==> src/rtl/baud_gen_frac.sv <==
// Fractional baud-rate generator: os_tick every act_int + act_frac/2^FRAC_W cycles
// on average, baudtick on every OVS-th os_tick, with glitch-free divisor updates.
module baud_gen_frac #(
  parameter int CNT_W      = 16,
  parameter int FRAC_W     = 4,
  parameter int OVS        = 16,
  parameter int RESET_DIV  = 163,
  parameter int RESET_FRAC = 0
) (
  input  logic              clk,
  input  logic              resetn,
  input  logic              en,
  input  logic              div_wr,
  input  logic [CNT_W-1:0]  div_int,
  input  logic [FRAC_W-1:0] div_frac,
  output logic              os_tick,
  output logic              baudtick,
  output logic [CNT_W-1:0]  div_active,
  output logic              div_err
);

  localparam int OS_W = (OVS > 1) ? $clog2(OVS) : 1;

  logic [CNT_W-1:0]  cnt;
  logic [FRAC_W-1:0] acc;
  logic              ext;
  logic [OS_W-1:0]   os_cnt;

  logic [CNT_W-1:0]  act_int;
  logic [FRAC_W-1:0] act_frac;
  logic [CNT_W-1:0]  pend_int;
  logic [FRAC_W-1:0] pend_frac;
  logic              pend_vld;

  logic [CNT_W:0]    end_val;
  logic              period_end;
  logic [FRAC_W:0]   acc_sum;
  logic              wr_bad;
  logic              wr_valid;

  // The carry from the phase accumulator stretches the next period by one cycle.
  assign end_val    = {1'b0, act_int} + {{CNT_W{1'b0}}, ext} - {{CNT_W{1'b0}}, 1'b1};
  assign period_end = ({1'b0, cnt} == end_val);
  assign os_tick    = en & period_end;
  assign baudtick   = os_tick & (os_cnt == OS_W'(OVS - 1));
  assign acc_sum    = {1'b0, acc} + {1'b0, act_frac};
  assign div_active = act_int;

  // div_wr is a one-cycle strobe with no back-pressure: a write is always
  // accepted (or rejected via div_err) in the cycle it is presented.
  assign wr_bad   = div_wr & (div_int < CNT_W'(2));
  assign wr_valid = div_wr & ~wr_bad;

  always_ff @(posedge clk or negedge resetn) begin
    if (!resetn) begin
      cnt    <= '0;
      acc    <= '0;
      ext    <= 1'b0;
      os_cnt <= '0;
    end else if (!en) begin
      cnt    <= '0;
      acc    <= '0;
      ext    <= 1'b0;
      os_cnt <= '0;
    end else if (os_tick) begin
      cnt          <= '0;
      {ext, acc}   <= acc_sum;
      os_cnt       <= (os_cnt == OS_W'(OVS - 1)) ? '0 : os_cnt + OS_W'(1);
    end else begin
      cnt <= cnt + CNT_W'(1);
    end
  end

  // New divisors only take effect on a period boundary (or immediately when idle).
  always_ff @(posedge clk or negedge resetn) begin
    if (!resetn) begin
      act_int   <= CNT_W'(RESET_DIV);
      act_frac  <= FRAC_W'(RESET_FRAC);
      pend_int  <= '0;
      pend_frac <= '0;
      pend_vld  <= 1'b0;
      div_err   <= 1'b0;
    end else begin
      div_err <= wr_bad;
      if (wr_valid && (!en || os_tick)) begin
        act_int  <= div_int;
        act_frac <= div_frac;
        pend_vld <= 1'b0;
      end else if (wr_valid) begin
        pend_int  <= div_int;
        pend_frac <= div_frac;
        pend_vld  <= 1'b1;
      end else if (os_tick && pend_vld) begin
        act_int  <= pend_int;
        act_frac <= pend_frac;
        pend_vld <= 1'b0;
      end
    end
  end

endmodule

==> config.mk <==
export PLATFORM = sky130hd
export DESIGN_NAME = baud_gen_frac
export DESIGN_NICKNAME = d
export VERILOG_FILES = /design/src/rtl/baud_gen_frac.sv
export SDC_FILE = /design/constraint.sdc
export NUM_CORES = 1
export LEC_CHECK = 0
export ABC_AREA = 1
export BUFFER_PORTS_ARGS = -buffer_cell sky130_fd_sc_hd__clkbuf_2
export CAP_MARGIN = 30
export CORE_UTILIZATION = 43
export DETAILED_ROUTE_END_ITERATION = 8
export PLACE_DENSITY = 0.73
export SLEW_MARGIN = 20
export SYNTH_ARGS = -nofsm -noshare
export SYNTH_HDL_FRONTEND = slang
export SYNTH_SLANG_ARGS = --single-unit
==> constraint.sdc <==
create_clock -name clk -period 3.7 [get_ports clk]
set_clock_uncertainty 0.05 [all_clocks]
set_input_delay 0.555 -clock clk [delete_from_list [all_inputs] [get_ports clk]]
set_output_delay 0.555 -clock clk [all_outputs]
set_load 0.1 [all_outputs]
Word level (Yosys, flattened, before mapping):

Index checks and enable logic that the tools add are counted.

* equality and inequality tests: 4
* bitwise gates (word level): 6
* reductions and logical operators: 8
* muxes and demuxes: 18
* $add $sub $neg: 5
* order comparisons: 1

Operators with widths (number)
* $mux W16: 5
* $mux W4: 8
* $add A16 B1 Y17: 1
* $eq A16 B17 Y1: 1
* $sub A17 B1 Y17 const B: 1
* $add A16 B1 Y16 const B: 1
* $lt A16 B2 Y1 const B: 1
* $add A4 B4 Y5: 1
* $mux W1: 5
* $add A4 B1 Y4 const B: 1
* $and A1 B1 Y1: 4
* $eq A4 B4 Y1 const B: 1
* $ne A2 B1 Y1 const B: 2
* $reduce_and A2 Y1: 2
* $reduce_bool A3 Y1: 1
* $logic_and A1 B1 Y1: 2
* $not A1 Y1: 2
* $reduce_bool A2 Y1: 1
* $logic_not A1 Y1: 1
* $logic_or A1 B1 Y1: 1

* word-level logic and storage cells: 52
* register bits after elaboration: 67
* output and inout port bits: 19
* bits of input ports: 24

Longest topological paths before layout:

* depth in word-level cells: 8
* gate-level depth with buffers: 20
* depth with buffers taken out: 19

Worst setup path before layout:

Ideal clock, no wire load.

* path type: reg2out
* from: reg act_int[0] (netlist: div_active[0])
* to: out baudtick
* data required time: 3095 ps
* cell stages (with the launch flop): 15
* arrival time: 3620 ps
* path slack: -525 ps
* cells stage by stage: dfstp_2 > inv_1 > ha_1 > ha_1 > inv_1 > nand2_1 > nand3_1 > nand2_1 > nor2_1 > nand2_1 > nor2_1 > nand2_1 > nor2_1 > nand4_1 > nor2_1

* cells in the longest elaborated chain, start to end: 5

RTL lines
* from (decl): line 29 `logic [CNT_W-1:0] act_int;`
* from (signal assigned): line 77 `act_int <= CNT_W'(RESET_DIV);`
* from (signal assigned): line 86 `act_int <= div_int;`
* from (signal assigned): line 94 `act_int <= pend_int;`
* $add A16 B1 Y17: line 42 `assign end_val = {1'b0, act_int} + {{CNT_W{1'b0}}, ext} - {{CNT_W{1'b0}}, 1'b1};`
* $sub A17 B1 Y17: line 42
* $eq A16 B17 Y1: line 43 `assign period_end = ({1'b0, cnt} == end_val);`
* $and A1 B1 Y1: line 44 `assign os_tick = en & period_end;`
* $and A1 B1 Y1: line 45 `assign baudtick = os_tick & (os_cnt == OS_W'(OVS - 1));`
* to (decl): line 17 `output logic baudtick,`

No other way between the ends.

Worst setup path after layout:

Same ends and word-level chain as after synthesis.

==> results_dict.tcl <==
set metrics [dict create \
    endpoint_kind "primary output" \
    ios 43 \
    seq_power_share 0.403 \
    port_buffers 42 \
    clkSinkCount 67 \
    num_vias 3496 \
    final_area_mm2 0.004367 \
    startpoint_type "flop" \
    nets 597 \
    syn_nets 558 \
    p_comb_frac 0.303 \
    power_switching_w 0.0008655 \
    timing_worst_slew_pin_value_ns 0.6384 \
    tns_ns 0 \
    chipHeight_um 96.85 \
    fillCellCount 818 \
    synth-seq-area-share 0.4347 \
    p_int_w 0.001353 \
    slew_headroom 0.5744 \
    max_stage_delay_ns 0.55 \
    grt_usage 0.2087 \
    cts_setup_buffers 0 \
    synth_edf_count 0 \
    die_x_um 96.85 \
    h-tree-depth 3 \
    fmax_mhz 292.3 \
    finalCoreUtilization 0.5007 \
    period_needed_ns 3.421 \
    ys_ff_latch 67 \
    hp-class "primary input to async pin" \
    swShare 0.3901 \
    synth_cells 525 \
    clkTransAtPathRegs_ns 0.07 \
    ant_nets 0 \
    hold_buffers 0 \
    grt_max_degree 52 \
    status "finished clean" \
    yosysWarningCount 0 \
    slew_violations 0 \
    p_per_area_mw_per_mm2 508.1 \
    drc_errors 0 \
    clkPwrFrac 0.294 \
    root_buffer "clkbuf_8" \
    hold_viol 0 \
    place_area_mm2 0.004158 \
    crit_path_max_fanout 7 \
    avgRoutedWirePerCell_um 13.28 \
    grt_overflow 0 \
    syn_area_mm2 0.003869 \
    syn_area_per_cell_um2 7.369 \
    die_area_mm2 0.009380 \
    rsz0062_at_grt "no" \
    grt_pass1_vias 3361 \
    routed_wl_um 8988 \
    vias_per_cell 5.164 \
    grt_pass1_wl_um 15790 \
    dr.first_iter.drc_count 202 \
    cts_resized 0 \
    cp.required_ns 3.09 \
    peakVddDrop_uv 310.2 \
    dp_hpwl_um 6564 \
    setup_viol 0 \
    drive_gt1_frac 0.1511 \
    holdWs_ns 0.08039 \
    clockBufferDepth 2 \
    crit_path_frequent_cell "nand2_1" \
    maxCapViolations 0 \
    cts_tree "done" \
    place.gp.congestion 0.8831 \
    drtPass1Iterations 7 \
    cp.arrival_ns 2.82 \
    cp_cell_sequence "inv_1 > ha_1 > ha_1 > inv_1 > nand2_1 > nand3_1 > nand2_1 > nor2_1 > nand2_1 > nor2_1 > nand2_1 > nor2_1 > nand4_1 > buf_4 > nor2_4 > buf_4" \
    area_growth_pct 12.87 \
    synth-async-reset-ratio 1.000 \
    synth-main-ff-cell "dfrtp_1" \
    crit_slowest_cell "dfstp_2" \
    numCtsBuffers 9 \
    diodes 0 \
    grt_antenna_before_repair 0 \
    clk_latency_ns 0.35 \
    ys_types 37 \
    core_region_area_mm2 0.008721 \
    rows 34 \
    post-route-period-util 0.9245 \
    worst-setup-path-type "flop to primary output" \
    leakage_nw 2.316 \
    initial_utilization 0.4436 \
    power.total_w 0.002219 \
]
-- placed cells by master (no fill, tap or decap), types with 3 or more instances in the layout --
cell type  instances
inv_2              3
nor3_1             5
clkbuf_2          40
nor4_1             3
clkbuf_8           9
dfstp_2            4
dfrtp_1           63
ha_1               8
nor2_4             3
nand2_2            5
buf_4              7
inv_1             34
o21ai_1            4
nor2_1            42
nand3_1           60
nand2_1          207
o21ai_0            7
xnor2_1            9
a21oi_1           13
xor2_1            12
nand4_1            6
-- Yosys cell counts, types with 3 or more instances --
cell type / n / area (µm²)
nand2_1: 207 / 777.0
dfrtp_1: 63 / 1577
nand3_1: 60 / 300.3
nor2_1: 44 / 165.2
inv_1: 34 / 127.6
a21oi_1: 13 / 65.06
xor2_1: 12 / 105.1
xnor2_1: 9 / 78.83
ha_1: 8 / 100.1
buf_2: 7 / 35.03
o21ai_0: 7 / 35.03
nand4_1: 6 / 37.54
nand2_2: 5 / 31.28
nor3_1: 5 / 25.02
buf_4: 4 / 30.03
buf_6: 4 / 45.04
clkbuf_1: 4 / 15.01
dfstp_2: 4 / 105.1
o21ai_1: 4 / 20.02
inv_2: 3 / 11.26
nor4_1: 3 / 18.77
-- critical path, delay by kind of cell (launching register included) --
family        cells  cell delay (ns)
simple gates     10             0.86
buf+inv           4             0.60
flops             1             0.55
fa+ha+maj         2             0.46
-- final timing paths --
path	start	end	cells past startpoint	slack, ns
max	div_active[0]$_DFFE_PN1P_	baudtick	16	0.28
min	resetn	os_cnt[1]$_DFFE_PN0P_	1	0.08
max reg2reg	div_active[0]$_DFFE_PN1P_	pend_int[1]$_DFFE_PN0P_	17	0.64
min reg2reg	pend_int[10]$_DFFE_PN0P_	pend_int[10]$_DFFE_PN0P_	2	0.42
max in group asynchronous	resetn	div_active[8]$_DFFE_PN0P_	2	2.53
min in group clk	div_wr	div_err$_DFF_PN0_	3	0.40
-- registers in the layout, indices dropped and copies added (netlist names) --
register    cells
acc             4
act_frac        4
cnt            16
div_active     16
div_err         1
ext             1
os_cnt          4
pend_frac       4
pend_int       16
pend_vld        1
-- power by group through the flow --
| stage | registers, W | clock network (W) | logic (W) |
|---|---|---|---|
| 2_1_floorplan | 0.00111 | 0 | 0.000314 |
| 3_3_place_gp | 0.000905 | 0 | 0.000659 |
| 3_5_place_dp | 0.000908 | 0 | 0.000670 |
| 4_1_cts | 0.000895 | 0.000663 | 0.000673 |
| 5_1_grt | 0.000907 | 0.000695 | 0.000739 |
| 6_report | 0.000895 | 0.000653 | 0.000671 |
-- final cells by class --
class                   instances  area (µm²)  share of cell area
repair buffers                 48       272.8             0.06246
multi-input cells             400        1926              0.4410
flip-flops and latches         67        1682              0.3851
well taps                     108       135.1             0.03095
clock buffers                  11       131.4             0.03009
inverters                      38       142.6             0.03266
clock inverters                 5       77.57             0.01777
-- stage by stage --
stage,std cells,setup WS (ns)
final,677,0.2793
after CTS,677,0.2766
after global routing,677,0.06173
after global placement,661,0.7165
after floorplan,525,0.1891
after detailed placement,661,0.6610
-- kinds of logic (layout without fill, tap and decap cells) --
kind of cell / Yosys count / after routing / synth area share
buffers and inverters: 58 / 102 / 0.07018
adders and majority gates: 9 / 9 / 0.03105
and+or+nand+nor: 340 / 340 / 0.3732
DFF: 67 / 67 / 0.4347
AOI/OAI and AO/OA: 30 / 30 / 0.04334
xor gates and xnor gates: 21 / 21 / 0.04754
-- metal layers --
layer	wire, µm	share of wire	GRT usage	vias up
met5	0	0	0	-
met4	207	0.023	0.1022	0
met3	441	0.049	0.02601	19
met2	4324	0.48	0.3391	98
met1	4015	0.45	0.2758	1632
li1	-	-	-	1747
Power figures use the tool's default switching activity.
